===== config.mk =====
export PLATFORM = sky130hd
export DESIGN_NAME = result_tx_arbiter_flat
export DESIGN_NICKNAME = d
export VERILOG_FILES = /design/src/rtl/freq_meter_pkg.sv /design/src/rtl/result_tx_arbiter_if.sv /design/src/rtl/rr_pick.sv /design/src/rtl/result_tx_arbiter.sv /design/src/flat_wrapper.sv
export SDC_FILE = /design/constraint.sdc
export NUM_CORES = 1
export LEC_CHECK = 0
export ABC_AREA = 1
export CAP_MARGIN = 5
export CORE_MARGIN = 3
export CORE_UTILIZATION = 46
export CTS_BUF_LIST = sky130_fd_sc_hd__clkbuf_8 sky130_fd_sc_hd__clkbuf_16
export DETAILED_ROUTE_END_ITERATION = 12
export HOLD_SLACK_MARGIN = 0.12
export PLACE_DENSITY_LB_ADDON = 0.15
export SLEW_MARGIN = 20
export SYNTH_ARGS = -nofsm -noshare
export SYNTH_HDL_FRONTEND = slang
export SYNTH_SLANG_ARGS = --single-unit

===== constraint.sdc =====
create_clock -name clk_i -period 2.98 [get_ports clk_i]
set_input_delay 0.447 -clock clk_i [delete_from_list [all_inputs] [get_ports clk_i]]
set_output_delay 0.447 -clock clk_i [all_outputs]
set_load 0.005 [all_outputs]

===== src/rtl/freq_meter_pkg.sv =====
// rtl/freq_meter_pkg.sv - shared types and constants for the result transmit arbiter
package freq_meter_pkg;

  // Default requester count and the fixed requester slots
  localparam int NREQ_DEFAULT = 3;
  localparam int REQ_FREQ     = 0;
  localparam int REQ_PERIOD   = 1;
  localparam int REQ_STATUS   = 2;

  // Arbiter states
  typedef enum logic [1:0] {
    S_IDLE    = 2'd0,
    S_START   = 2'd1,
    S_WAIT_TX = 2'd2,
    S_DRAIN   = 2'd3
  } arb_state_e;

  // Next requester index with wrap back to zero
  function automatic int wrap_inc(input int i, input int n);
    return (i + 1 >= n) ? 0 : i + 1;
  endfunction

endpackage


===== src/rtl/result_tx_arbiter_if.sv =====
// rtl/result_tx_arbiter_if.sv - requester and transmitter bundle of the result arbiter
interface result_tx_arbiter_if
  import freq_meter_pkg::*;
#(
  parameter int NREQ = NREQ_DEFAULT,
  parameter int DW   = 8
);

  logic [NREQ-1:0]    req;
  logic [NREQ*DW-1:0] data;
  logic [NREQ-1:0]    last;
  logic [NREQ-1:0]    ack;
  logic [NREQ-1:0]    grant;
  logic               tx_start;
  logic [DW-1:0]      tx_data;
  logic               tx_busy;

  // Arbiter side
  modport master (
    input  req, data, last, tx_busy,
    output ack, grant, tx_start, tx_data
  );

  // Requesters and transmitter side
  modport slave (
    output req, data, last, tx_busy,
    input  ack, grant, tx_start, tx_data
  );

endinterface


===== src/rtl/rr_pick.sv =====
// rtl/rr_pick.sv - round-robin one-hot pick starting at a pointer
module rr_pick
  import freq_meter_pkg::*;
#(
  parameter int NREQ = NREQ_DEFAULT,
  parameter int PW   = 2
) (
  input  logic [NREQ-1:0] req_i,
  input  logic [PW-1:0]   ptr_i,
  output logic [NREQ-1:0] pick_o
);

  logic found;
  int   idx;

  // First set request at or above ptr_i, wrapping past the top requester
  always_comb begin
    pick_o = '0;
    found  = 1'b0;
    idx    = (int'(ptr_i) < NREQ) ? int'(ptr_i) : 0;
    for (int k = 0; k < NREQ; k++) begin
      for (int j = 0; j < NREQ; j++) begin
        if (!found && (j == idx) && req_i[j]) begin
          pick_o[j] = 1'b1;
          found     = 1'b1;
        end
      end
      idx = wrap_inc(idx, NREQ);
    end
  end

endmodule


===== src/rtl/result_tx_arbiter.sv =====
// rtl/result_tx_arbiter.sv - round-robin arbiter feeding result frames to a byte transmitter
module result_tx_arbiter
  import freq_meter_pkg::*;
#(
  parameter int NREQ    = NREQ_DEFAULT,
  parameter int DW      = 8,
  parameter int TIMEOUT = 1023
) (
  input  logic                clk_i,
  input  logic                rst_i,
  result_tx_arbiter_if.master bus,
  output logic                idle_o,
  output logic                err_o
);

  localparam int PW = (NREQ > 1) ? $clog2(NREQ) : 1;
  localparam int CW = (TIMEOUT > 0) ? $clog2(TIMEOUT + 1) : 1;
  localparam logic [CW-1:0] TO_MAX = CW'(TIMEOUT);

  arb_state_e      state_q;
  logic [NREQ-1:0] grant_q;
  logic [NREQ-1:0] ack_q;
  logic [NREQ-1:0] pick;
  logic [PW-1:0]   rr_ptr_q;
  logic [PW-1:0]   rr_ptr_d;
  logic [CW-1:0]   to_cnt_q;
  logic [CW-1:0]   to_cnt_d;
  logic            tx_start_q;
  logic [DW-1:0]   tx_data_q;
  logic            last_q;
  logic            err_q;
  logic [NREQ-1:0] sel_oh;
  logic [DW-1:0]   sel_data;
  logic            sel_last;
  logic            owner_req;

  rr_pick #(
    .NREQ (NREQ),
    .PW   (PW)
  ) u_rr_pick (
    .req_i  (bus.req),
    .ptr_i  (rr_ptr_q),
    .pick_o (pick)
  );

  // Byte and last flag of the candidate in IDLE, of the owner otherwise
  always_comb begin
    sel_oh   = (state_q == S_IDLE) ? pick : grant_q;
    sel_data = '0;
    sel_last = 1'b0;
    for (int i = 0; i < NREQ; i++) begin
      if (sel_oh[i]) begin
        sel_data = bus.data[i*DW +: DW];
        sel_last = bus.last[i];
      end
    end
  end

  // Owner still requesting; pointer that gives the owner lowest priority next
  always_comb begin
    owner_req = |(bus.req & grant_q);
    rr_ptr_d  = rr_ptr_q;
    for (int i = 0; i < NREQ; i++) begin
      if (grant_q[i]) begin
        rr_ptr_d = PW'(wrap_inc(i, NREQ));
      end
    end
  end

  // Saturating increment of the START wait counter
  always_comb begin
    to_cnt_d = (to_cnt_q == TO_MAX) ? to_cnt_q : to_cnt_q + 1'b1;
  end

  // Arbitration FSM with registered grant, ack, tx and error outputs
  always_ff @(posedge clk_i) begin
    if (rst_i) begin
      state_q    <= S_IDLE;
      grant_q    <= '0;
      ack_q      <= '0;
      rr_ptr_q   <= '0;
      to_cnt_q   <= '0;
      tx_start_q <= 1'b0;
      tx_data_q  <= '0;
      last_q     <= 1'b0;
      err_q      <= 1'b0;
    end else begin
      ack_q <= '0;
      err_q <= 1'b0;
      unique case (state_q)
        S_IDLE: begin
          if (!bus.tx_busy && (|bus.req)) begin
            grant_q    <= pick;
            tx_data_q  <= sel_data;
            last_q     <= sel_last;
            tx_start_q <= 1'b1;
            to_cnt_q   <= '0;
            state_q    <= S_START;
          end
        end
        S_START: begin
          if (bus.tx_busy) begin
            ack_q      <= grant_q;
            tx_start_q <= 1'b0;
            state_q    <= S_WAIT_TX;
          end else if (to_cnt_d == TO_MAX) begin
            to_cnt_q   <= to_cnt_d;
            err_q      <= 1'b1;
            tx_start_q <= 1'b0;
            state_q    <= S_DRAIN;
          end else begin
            to_cnt_q <= to_cnt_d;
          end
        end
        S_WAIT_TX: begin
          if (!bus.tx_busy) begin
            if (last_q || !owner_req) begin
              // Frame finished, or the owner withdrew before its next byte
              grant_q  <= '0;
              rr_ptr_q <= rr_ptr_d;
              state_q  <= S_IDLE;
            end else begin
              tx_data_q  <= sel_data;
              last_q     <= sel_last;
              tx_start_q <= 1'b1;
              to_cnt_q   <= '0;
              state_q    <= S_START;
            end
          end
        end
        S_DRAIN: begin
          if (!owner_req) begin
            grant_q  <= '0;
            rr_ptr_q <= rr_ptr_d;
            state_q  <= S_IDLE;
          end
        end
        default: state_q <= S_IDLE;
      endcase
    end
  end

  assign bus.grant    = grant_q;
  assign bus.ack      = ack_q;
  assign bus.tx_start = tx_start_q;
  assign bus.tx_data  = tx_data_q;
  assign idle_o       = (state_q == S_IDLE);
  assign err_o        = err_q;

endmodule


===== src/flat_wrapper.sv =====
// flat-port wrapper written by rule: the top's interface ports become plain ports
module result_tx_arbiter_flat import freq_meter_pkg::*;
#(
  parameter int NREQ    = NREQ_DEFAULT,
  parameter int DW      = 8,
  parameter int TIMEOUT = 1023
)
  (clk_i, rst_i, idle_o, err_o, bus_req, bus_data, bus_last, bus_tx_busy, bus_ack, bus_grant, bus_tx_start, bus_tx_data);
  result_tx_arbiter_if #(.NREQ(NREQ), .DW(DW)) bus_i ();
  input  logic clk_i;
  input  logic rst_i;
  output logic idle_o;
  output logic err_o;
  input wire logic [$bits(bus_i.req)-1:0] bus_req;
  input wire logic [$bits(bus_i.data)-1:0] bus_data;
  input wire logic [$bits(bus_i.last)-1:0] bus_last;
  input wire logic [$bits(bus_i.tx_busy)-1:0] bus_tx_busy;
  output wire logic [$bits(bus_i.ack)-1:0] bus_ack;
  output wire logic [$bits(bus_i.grant)-1:0] bus_grant;
  output wire logic [$bits(bus_i.tx_start)-1:0] bus_tx_start;
  output wire logic [$bits(bus_i.tx_data)-1:0] bus_tx_data;
  assign bus_i.req = bus_req;
  assign bus_i.data = bus_data;
  assign bus_i.last = bus_last;
  assign bus_i.tx_busy = bus_tx_busy;
  assign bus_ack = bus_i.ack;
  assign bus_grant = bus_i.grant;
  assign bus_tx_start = bus_i.tx_start;
  assign bus_tx_data = bus_i.tx_data;
  result_tx_arbiter #(.NREQ(NREQ), .DW(DW), .TIMEOUT(TIMEOUT)) u_core (.clk_i(clk_i), .rst_i(rst_i), .bus(bus_i), .idle_o(idle_o), .err_o(err_o));
endmodule

* Word level (Yosys, flattened, before mapping) *
Index checks and enable logic that the tools add are counted.

word-level totals
  flip-flop bits (word level) = 31
  input bits = 33
  output and inout port bits = 17
  word-level logic and storage cells = 149

cells by class
  add/subtract/negate cells = 3
  magnitude comparators = 3
  equality and inequality tests = 18
  multiplexer cells = 66
  bitwise logic cells = 3
  reduce and logical (&&, ||, !) cells = 47

operators with widths
  kind                                                                 number
  logical NOT 32 bit                                                   3
  greater-or-equal comparator 32 x 3 -> 1 bit (second input constant)  2
  2-to-1 mux 10 bit                                                    5
  2-to-1 mux 8 bit                                                     6
  one-hot mux 10 bit (3 select lines)                                  1
  2-to-1 mux 1 bit                                                     29
  2-to-1 mux 2 bit                                                     12
  == test 10 bit (second input constant)                               2
  logical AND 1 bit                                                    18
  2-to-1 mux 3 bit                                                     6
  one-hot mux 8 bit (2 select lines)                                   1
  AND reduction 5 bit                                                  3
  AND reduction 4 bit                                                  3
  OR reduction 3 bit                                                   4
  adder 10 x 1 -> 10 bit (second input constant)                       1
  logical NOT 1 bit                                                    10
  one-hot mux 3 bit (3 select lines)                                   1
  inequality test 2 bit (second input constant)                        4
  one-hot mux 2 bit (4 select lines)                                   1
  nonzero test 3 bit                                                   2
  adder 3 x 1 -> 4 bit (second input constant)                         1
  == test 1 x 4 -> 1 bit (first input constant)                        1
  == test 2 bit (second input constant)                                2
  == test 2 x 4 -> 1 bit (first input constant)                        1
  other kinds (18)                                                     21

* Logic depth before layout (Yosys ltp) *
Gate-level depths: netlist of run 1.

  depth after elaboration = 44
  depth in mapped cells = 14
  depth with buffers taken out = 14

* By module *
From an unflattened synthesis of run 1, not the netlist that was laid out.

unflattened totals
  cell total of the unflattened synthesis = 325
  area total of the unflattened synthesis = 2123.3 sq um

by module, submodules not included
  module             instances  cells each  area each (sq um)  sequential area each (sq um)
  result_tx_arbiter  1          291         1956.9             620.6
  rr_pick            1          34          166.4              0.0

* Worst setup path after synthesis of run 1 *
Ideal clock, no wire load.

  path type = reg-to-reg
  from = register u_core.rr_ptr_q[0]
  to = register u_core.last_q
  setup time = 0.132 ns
  arrival = 1.642 ns
  data required time = 2.848 ns
  path slack = 1.206 ns
  cell stages (with the launch flop) = 13
  buffers on the path = 0
  period minus slack after synthesis = 1.774 ns
  path through = dfxtp_1 -> inv_1 -> ha_1 -> nand2_1 -> inv_1 -> nor3_2 -> nand4_1 -> nand3_4 -> nand2_2 -> nand2_1 -> nand3_1 -> nand2_1 -> a21oi_1

on the way
  word-level cells in the longest chain between the ends = 42
  elaborated cells between the ends (all ways) = 66
  classes of those cells = add/sub (2); order compare (3); eq/ne (6); mux (27); reduce/logical (28)

ends and longest elaborated chain
  what                                                                                  RTL line                  source
  from (decl)                                                                           result_tx_arbiter.sv:24   logic [PW-1:0] rr_ptr_q;
  from (signal assigned)                                                                result_tx_arbiter.sv:120  rr_ptr_q <= rr_ptr_d;
  from (signal assigned)                                                                result_tx_arbiter.sv:134  rr_ptr_q <= rr_ptr_d;
  less-than comparator 2 bit                                                            rr_pick.sv:20             idx = (int'(ptr_i) < NREQ) ? int'(ptr_i) : 0;
  2-to-1 mux 2 bit *                                                                    rr_pick.sv:20
  branches (longest 35 deep; another with greater-or-equal comparator 32 x 3 -> 1 bit)  --
  2-to-1 mux 3 bit *                                                                    result_tx_arbiter.sv:48   sel_oh = (state_q == S_IDLE) ? pick : grant_q;
  2-to-1 mux 1 bit *                                                                    result_tx_arbiter.sv:52   if (sel_oh[i]) begin
  2-to-1 mux 1 bit                                                                      result_tx_arbiter.sv:117  if (last_q || !owner_req) begin
  2-to-1 mux 1 bit                                                                      result_tx_arbiter.sv:116  if (!bus.tx_busy) begin
  one-hot mux 1 bit (2 select lines) *                                                  result_tx_arbiter.sv:90   unique case (state_q)
  to (signal assigned)                                                                  result_tx_arbiter.sv:95   last_q <= sel_last;
  to (signal assigned)                                                                  result_tx_arbiter.sv:124  last_q <= sel_last;
  to (decl)                                                                             result_tx_arbiter.sv:30   logic last_q;

Mark *: on every way between the ends. The select of a mux whose other input is x is not followed.
A chain may end at the register's enable or synchronous reset.

* Worst setup path in the final report of run 1 *
  from = register u_core.state_q[1]
  to = output idle_o

on the way
  word-level cells in the longest chain between the ends = 1

ends and longest elaborated chain
  what                    RTL line                  source
  from (decl)             result_tx_arbiter.sv:20   arb_state_e state_q;
  from (signal assigned)  result_tx_arbiter.sv:78   state_q <= S_IDLE;
  from (signal assigned)  result_tx_arbiter.sv:98   state_q <= S_START;
  from (signal assigned)  result_tx_arbiter.sv:105  state_q <= S_WAIT_TX;
  logical NOT 2 bit       result_tx_arbiter.sv:147  assign idle_o = (state_q == S_IDLE);
  to (decl)               flat_wrapper.sv:12        output logic idle_o;

No other way between the ends.

==> qor.csv, run 1 <==
stage;metric;value;unit
run_status;status;finished clean;
sta;crit path time final;2040;ps
pwr;Pwr per Cell Area;470;nW/um^2
global_route;vias in the first global route;2021;
global_route;Total Routing Usage GR;20.5;%
pwr;Pleak;1.20;nW
place;Place WS;677;ps
floorplan;die width;74.4;um
pwr;total chip power;0.00131;W
route;vias per cell;5.14;
synthesis;Syn Area/Cell;6.53;um^2
sta;Final period util;68.4;%
clocking;clk buf depth;2;
worst_setup_path;cells along the critical path;nor2_4 -> clkdlybuf4s50_1;
worst_setup_path;Worst path max stage delay;550;ps
floorplan;I/O Pins;50;
worst_setup_path;crit path DAT;1590;ps
worst_setup_path;WP buf/inv;1;
global_route;M1 GR Usage;25.2;%
clocking;post-cts resize count;0;
global_route;grt met2 use;36.4;%
place;DP HPWL;4290;um
place;GP Congestion;0.838;
route;initial DRC count;108;
synthesis;Synth cell types;36;
route;TritonRoute pass-1 iters;4;
global_route;GR Util met3;3.11;%
final_layout;n_diodes;0;
worst_setup_path;Critical Setup Path Class;flip-flop to output port;
sta;max-slew violation count;0;
synthesis;Synth Warn #;0;
global_route;GR Overflow Total;0;
sta;Final Hold Vio Count;0;
global_route;Most Crowded Layer GR;met2;
worst_setup_path;Crit path max-delay family;buffers and inverters;
final_layout;design area;2790;um^2
floorplan;die height;74.4;um
job;maxcap violations;0;
floorplan;Core ar.;4440;um^2
floorplan;Die ar.;5530;um^2
route;Vias;2225;
global_route;initial antenna violation count;0;
place;DP Area;2670;um^2
global_route;largest net degree at the start of global routing;19;
synthesis;Synth Cell Area;2150;um^2
global_route;first-pass GRT wire length;8850;um
floorplan;FP Rows;24;
final_layout;Area growth syn-to-layout;29.6;%
clocking;TritonCTS clock tree;yes;
final_layout;layout cells sized above 1;12.1;%
pwr;peak supply drop;0.244;mV
sta;Setup violations, final;0;
final_layout;NumNets Final;416;
worst_setup_path;critical path data required time;2530;ps
synthesis;Mapped Nets;365;
sta;Max Clk Rate;491;MHz
clocking;clk_lat worst skew;280;ps
sta;Post-Route Skew;6.78;ps
clocking;root buf cell;clkbuf_8;
sta;Final WS setup;942;ps
synthesis;sequential area share after synthesis;28.9;%
clocking;hold_buf cts;0;
worst_setup_path;Startpoint Class;flip-flop;
sta;Worst-Margin Slew;486;ps
route;Antenna Violating Nets Remaining;0;
clocking;Worst-path clk slew;70;ps
sta;RSZ-0062 raised after global routing;false;
sta;final setup TNS;0;ps
worst_setup_path;Crit-path slowest cell;clkdlybuf4s50_1;
place;PortBufs;49;
clocking;Post-CTS Setup Repair Bufs;0;
sta;relative slew slack;67.6;%
hold_path;HP Class;flip-flop to flip-flop;
clocking;H-tree depth;2;
floorplan;Initial Utilization;48.4;%
route;DRC viols;0;
clocking;CTS buffer count;5;
route;drt total wl;5380;um
clocking;clock net sink count;31;
synthesis;synthesized flop and latch total;31;
worst_setup_path;Setup crit end kind;output port;
synthesis;synthesized instance count;329;
worst_setup_path;crit path max fanout;7;
route;WL/cell;12.4;um
## cells in the final DEF (no fill, tap or decap), drive strengths merged, types with 2 or more instances in the layout
cell type        n
a21oi           24
clkinv           6
nor2            24
dfxtp           31
nand2          103
ha               3
xnor2            2
a211oi           2
nand3           44
nor3             4
nand3b           9
clkdlybuf4s50   49
o21ai           10
nand4            9
inv             46
o32ai            3
clkbuf           5
## kinds of logic (layout without fill, tap and decap cells)
logic type | count (synthesis) | count (layout) | share of synthesized area, %
xor gates and xnor gates | 3 | 3 | 1.22
AOI/OAI and AO/OA | 43 | 43 | 12.3
adders and majority gates | 3 | 3 | 1.75
and+or+nand+nor | 193 | 193 | 45.3
buffers and inverters | 56 | 108 | 10.6
DFF | 31 | 31 | 28.9
## per-stage QoR
stage | cells | util, % | hold WS (ps)
final | 433 | 62.7 | 473
after global routing | 433 | 62.7 | 495
after CTS | 433 | 62.7 | 473
after detailed placement | 425 | 60.2 | 464
after global placement | 425 | 60.2 | 458
after floorplan | 329 | - | 444
## path summary, 6_finish.rpt
kind                            cells past startpoint                    endpoint  slack, ps                            start
worst max-delay path                                2                      idle_o        940   u_core.state_q[1]$_SDFFE_PP0P_
worst min-delay path                                2  u_core.last_q$_SDFFE_PP0P_        470       u_core.last_q$_SDFFE_PP0P_
worst max register to register                     12  u_core.last_q$_SDFFE_PP0P_        960  u_core.rr_ptr_q[0]$_SDFFE_PP0P_
worst min register to register                      2  u_core.last_q$_SDFFE_PP0P_        470       u_core.last_q$_SDFFE_PP0P_
## sequential cells by signal, summed over array words and instances, names as in the netlist
register / cells
u_core.rr_ptr_q: 2
u_core.to_cnt_q: 10
u_core.last_q: 1
u_core.err_o: 1
u_core.bus.grant: 3
u_core.state_q: 2
u_core.bus.ack: 3
u_core.bus.tx_start: 1
u_core.bus.tx_data: 8
## final cells by class
type	instances	area, um^2
Sequential cell	31	621
Clock buffer	5	68.8
Clock inverter	3	43.8
Tap cell	52	65.1
Fill cell	414	1660
Multi-Input combinational cell	242	1300
Timing Repair Buffer	50	498
Inverter	50	189
## power by group
group          total (W)  internal [W]  switching, W
clock           0.000409      0.000249      0.000160
sequential      0.000478      0.000448     0.0000295
combinational   0.000423      0.000183      0.000240
## worst register-to-register path, delay by kind of cell, from the launching register on
| kind | cells | cell delay (ps) |
|---|---|---|
| adder cells (fa/ha/maj) | 1 | 320 |
| buffers and inverters | 1 | 60 |
| AO/OA/AOI/OAI | 1 | 50 |
| AND/OR/NAND/NOR | 9 | 1130 |
| flip-flops | 1 | 340 |
## synth_stat cells (all sizes together)
master  instances  area share [%]
clkbuf          2            0.35
nand3          44              12
o21ai          10             2.5
o32ai           3             1.2
xor2            1            0.41
nand3b          9             3.1
xnor2           2            0.82
nor3            4             1.2
ha              3             1.7
inv            46             8.0
clkinv          4            0.76
nor2           24             6.8
a21oi          24             6.1
nand4           9             3.3
a32o            1            0.47
o21a            1            0.35
nand2         103              19
buf             4             1.5
a211oi          2            0.70
dfxtp          31              29
a21boi          1            0.52
a41oi           1            0.41
## per-layer routing
| layer | vias up | wire length, um |
|---|---|---|
| li1 | 1172 | - |
| met1 | 1009 | 2400 |
| met2 | 40 | 2750 |
| met3 | 4 | 178 |
| met4 | 0 | 44 |
| met5 | - | 0 |
Note: power is estimated with default switching activity, not from simulation.
==> inputs of run 2 (changes only) <==
Settings changed: CORE_UTILIZATION 46 to 45.
Clock period 2.98 ns to 1.8 ns, I/O delays scaled along.
==> run 2 against run 1 <==
Effect of this change:
- the run now ends with setup timing left
- clock skew fell by 3.8 ps
- sequential share of layout area down 2.6 points
- clock power rose by 29%
- via count grew 9.7%
- die area up 2.0%
- hold slack better by 15 ps
- largest power group is now combinational cells
==> qor.csv, run 2 (synthesized netlist as in run 1, its figures left out) <==
stage;metric;value;unit
sta;Final Hold Vio Count;0;
floorplan;die width;75.1;um
global_route;vias in the first global route;2281;
global_route;initial antenna violation count;0;
worst_setup_path;FF-to-FF Start;u_core.rr_ptr_q[0]$_SDFFE_PP0P_;
run_status;failing checks;setup timing;
worst_setup_path;crit path DAT;2150;ps
clocking;TritonCTS clock tree;yes;
final_layout;fill count;391;
route;initial DRC count;75;
worst_setup_path;Setup crit end kind;flip-flop;
worst_setup_path;WP buf/inv;2;
route;DRC viols;0;
final_layout;max reg flops;10;
place;GP Congestion;0.915;
sta;Worst-Margin Slew;448;ps
worst_setup_path;Critical Setup Path Class;flip-flop to flip-flop;
worst_setup_path;crit path from;u_core.rr_ptr_q[0]$_SDFFE_PP0P_;
global_route;GR Overflow Total;0;
route;Antenna Violating Nets Remaining;0;
floorplan;Initial Utilization;48.0;%
route;Vias;2441;
clocking;CTS buffer count;5;
sta;crit path time final;1920;ps
hold_path;HP Class;flip-flop to flip-flop;
hold_path;hold path start;u_core.last_q$_SDFFE_PP0P_;
place;PortBufs;49;
final_layout;Area growth syn-to-layout;49.6;%
worst_setup_path;FF-to-FF path depth;14;
worst_setup_path;Crit path max-delay family;simple AND/OR/NAND/NOR gates;
floorplan;FP Rows;24;
place;DP HPWL;4620;um
pwr;Pwr per Cell Area;687;nW/um^2
worst_setup_path;crit path max fanout;5;
route;vias per cell;5.19;
sta;Final period util;107;%
final_layout;most frequent cells in the layout;nand2_1, clkdlybuf4s50_1, nand3_1;
place;DP Area;2890;um^2
global_route;first-pass GRT wire length;9840;um
clocking;clk_lat worst skew;290;ps
floorplan;Core ar.;4470;um^2
final_layout;design area;3220;um^2
sta;relative slew slack;70.1;%
pwr;peak supply drop;0.382;mV
route;TritonRoute pass-1 iters;4;
job;maxcap violations;0;
floorplan;I/O Pins;50;
clocking;clock net sink count;31;
clocking;hold_buf cts;0;
route;drt total wl;6210;um
clocking;clk buf depth;2;
clocking;H-tree depth;2;
worst_setup_path;critical path data required time;2030;ps
pwr;Pleak;1.41;nW
final_layout;most common cell after layout, fill and taps aside;nand2_1;
floorplan;Die ar.;5640;um^2
route;WL/cell;13.2;um
hold_path;Hold Path Depth;2;
worst_setup_path;Worst path max stage delay;330;ps
final_layout;n_diodes;0;
worst_setup_path;Levels on crit path;14;
worst_setup_path;Crit-path slowest cell;dfxtp_2;
sta;RSZ-0062 raised after global routing;true;
sta;Max Clk Rate;520;MHz
final_layout;layout cells sized above 1;25.6;%
worst_setup_path;cells along the critical path;buf_6 -> ha_4 -> nand2_4 -> nand3_4 -> buf_6 -> nor2_4 -> nand4_1 -> nand3_4 -> nand2_2 -> nor2_1 -> nand2_1 -> nand3_1 -> nand2_1 -> a21oi_2;
sta;Setup violations, final;10;
sta;Post-Route Skew;3.02;ps
clocking;Worst-path clk slew;70;ps
sta;Worst Hold Margin;488;ps
run_status;status;complete, but fails checks;
worst_setup_path;Startpoint Class;flip-flop;
final_layout;NumNets Final;453;
clocking;root buf cell;clkbuf_8;
global_route;Total Routing Usage GR;22.5;%
final_layout;Biggest register;u_core.to_cnt_q;
sta;max-slew violation count;0;
sta;Final WS setup;-123;ps
floorplan;die height;75.1;um
global_route;largest net degree at the start of global routing;13;
run 2: cell types whose count changed in the layout (fill, tap and decap cells not counted), sizes merged:
cell / change
inv: +3
bufinv: -1
nand3: +2
clkinv: -2
nand2: +1
buf: +34
run 2: layout make-up:
| type | count | area (um^2) | area share, % |
|---|---|---|---|
| multi-input cells | 245 | 1450 | 45.1 |
| repair buffers | 84 | 796 | 24.7 |
| flip-flops and latches | 31 | 633 | 19.7 |
| inverters | 50 | 189 | 5.88 |
| clock buffers | 5 | 68.8 | 2.14 |
| well taps | 52 | 65.1 | 2.02 |
| clock inverters | 3 | 12.5 | 0.389 |
run 2: report_power, final:
part	leakage, nW	internal [W]	switching, W	total, W
clock	0.0505	0.000260	0.000267	0.000527
sequential	0.257	0.000744	0.0000447	0.000789
combinational	1.11	0.000421	0.000472	0.000893
run 2: worst reg2reg max path, delay by kind of cell, from the launching register on:
family          cells  cell delay, ps
buf+inv             2             240
fa+ha+maj           1             160
compound gates      1             100
flops               1             330
simple gates       10            1040
run 2: final timing paths:
| path | endpoint | slack [ps] |
|---|---|---|
| setup reg to reg | u_core.last_q$_SDFFE_PP0P_ | -120 |
| hold reg to reg | u_core.last_q$_SDFFE_PP0P_ | 490 |
| setup / recovery | u_core.last_q$_SDFFE_PP0P_ | -120 |
| hold / removal | u_core.last_q$_SDFFE_PP0P_ | 490 |
run 2: layer usage:
layer,GRT usage [%],part of all wire [%],up-vias
met5,0,0,-
li1,-,-,1261
met2,40.1,51,53
met3,4.54,3.7,9
met4,6.13,1.4,0
met1,27.3,44,1118
run 2: stage by stage:
| step | worst slack (ps) | utilization (%) | instances | setup TNS [ps] | total power [W] |
|---|---|---|---|---|---|
| floorplan | 26.0 | - | 329 | 0 | 0.00125 |
| global route | -233 | 71.9 | 470 | -2160 | 0.00235 |
| detailed placement | -229 | 64.6 | 452 | -2120 | 0.00159 |
| finish | -123 | 71.9 | 470 | -794 | 0.00221 |
| CTS | -67.0 | 68.8 | 465 | -438 | 0.00217 |
| global placement | -177 | 64.6 | 452 | -1490 | 0.00158 |
run 2: timing repair:
item	4_1_cts	5_1_grt
setup endpoints to repair	11	14
cloned	1	2
setup buffers	4	4
pin swaps	15	24
gates resized for setup	17	28
hold endpoints to repair	0	0
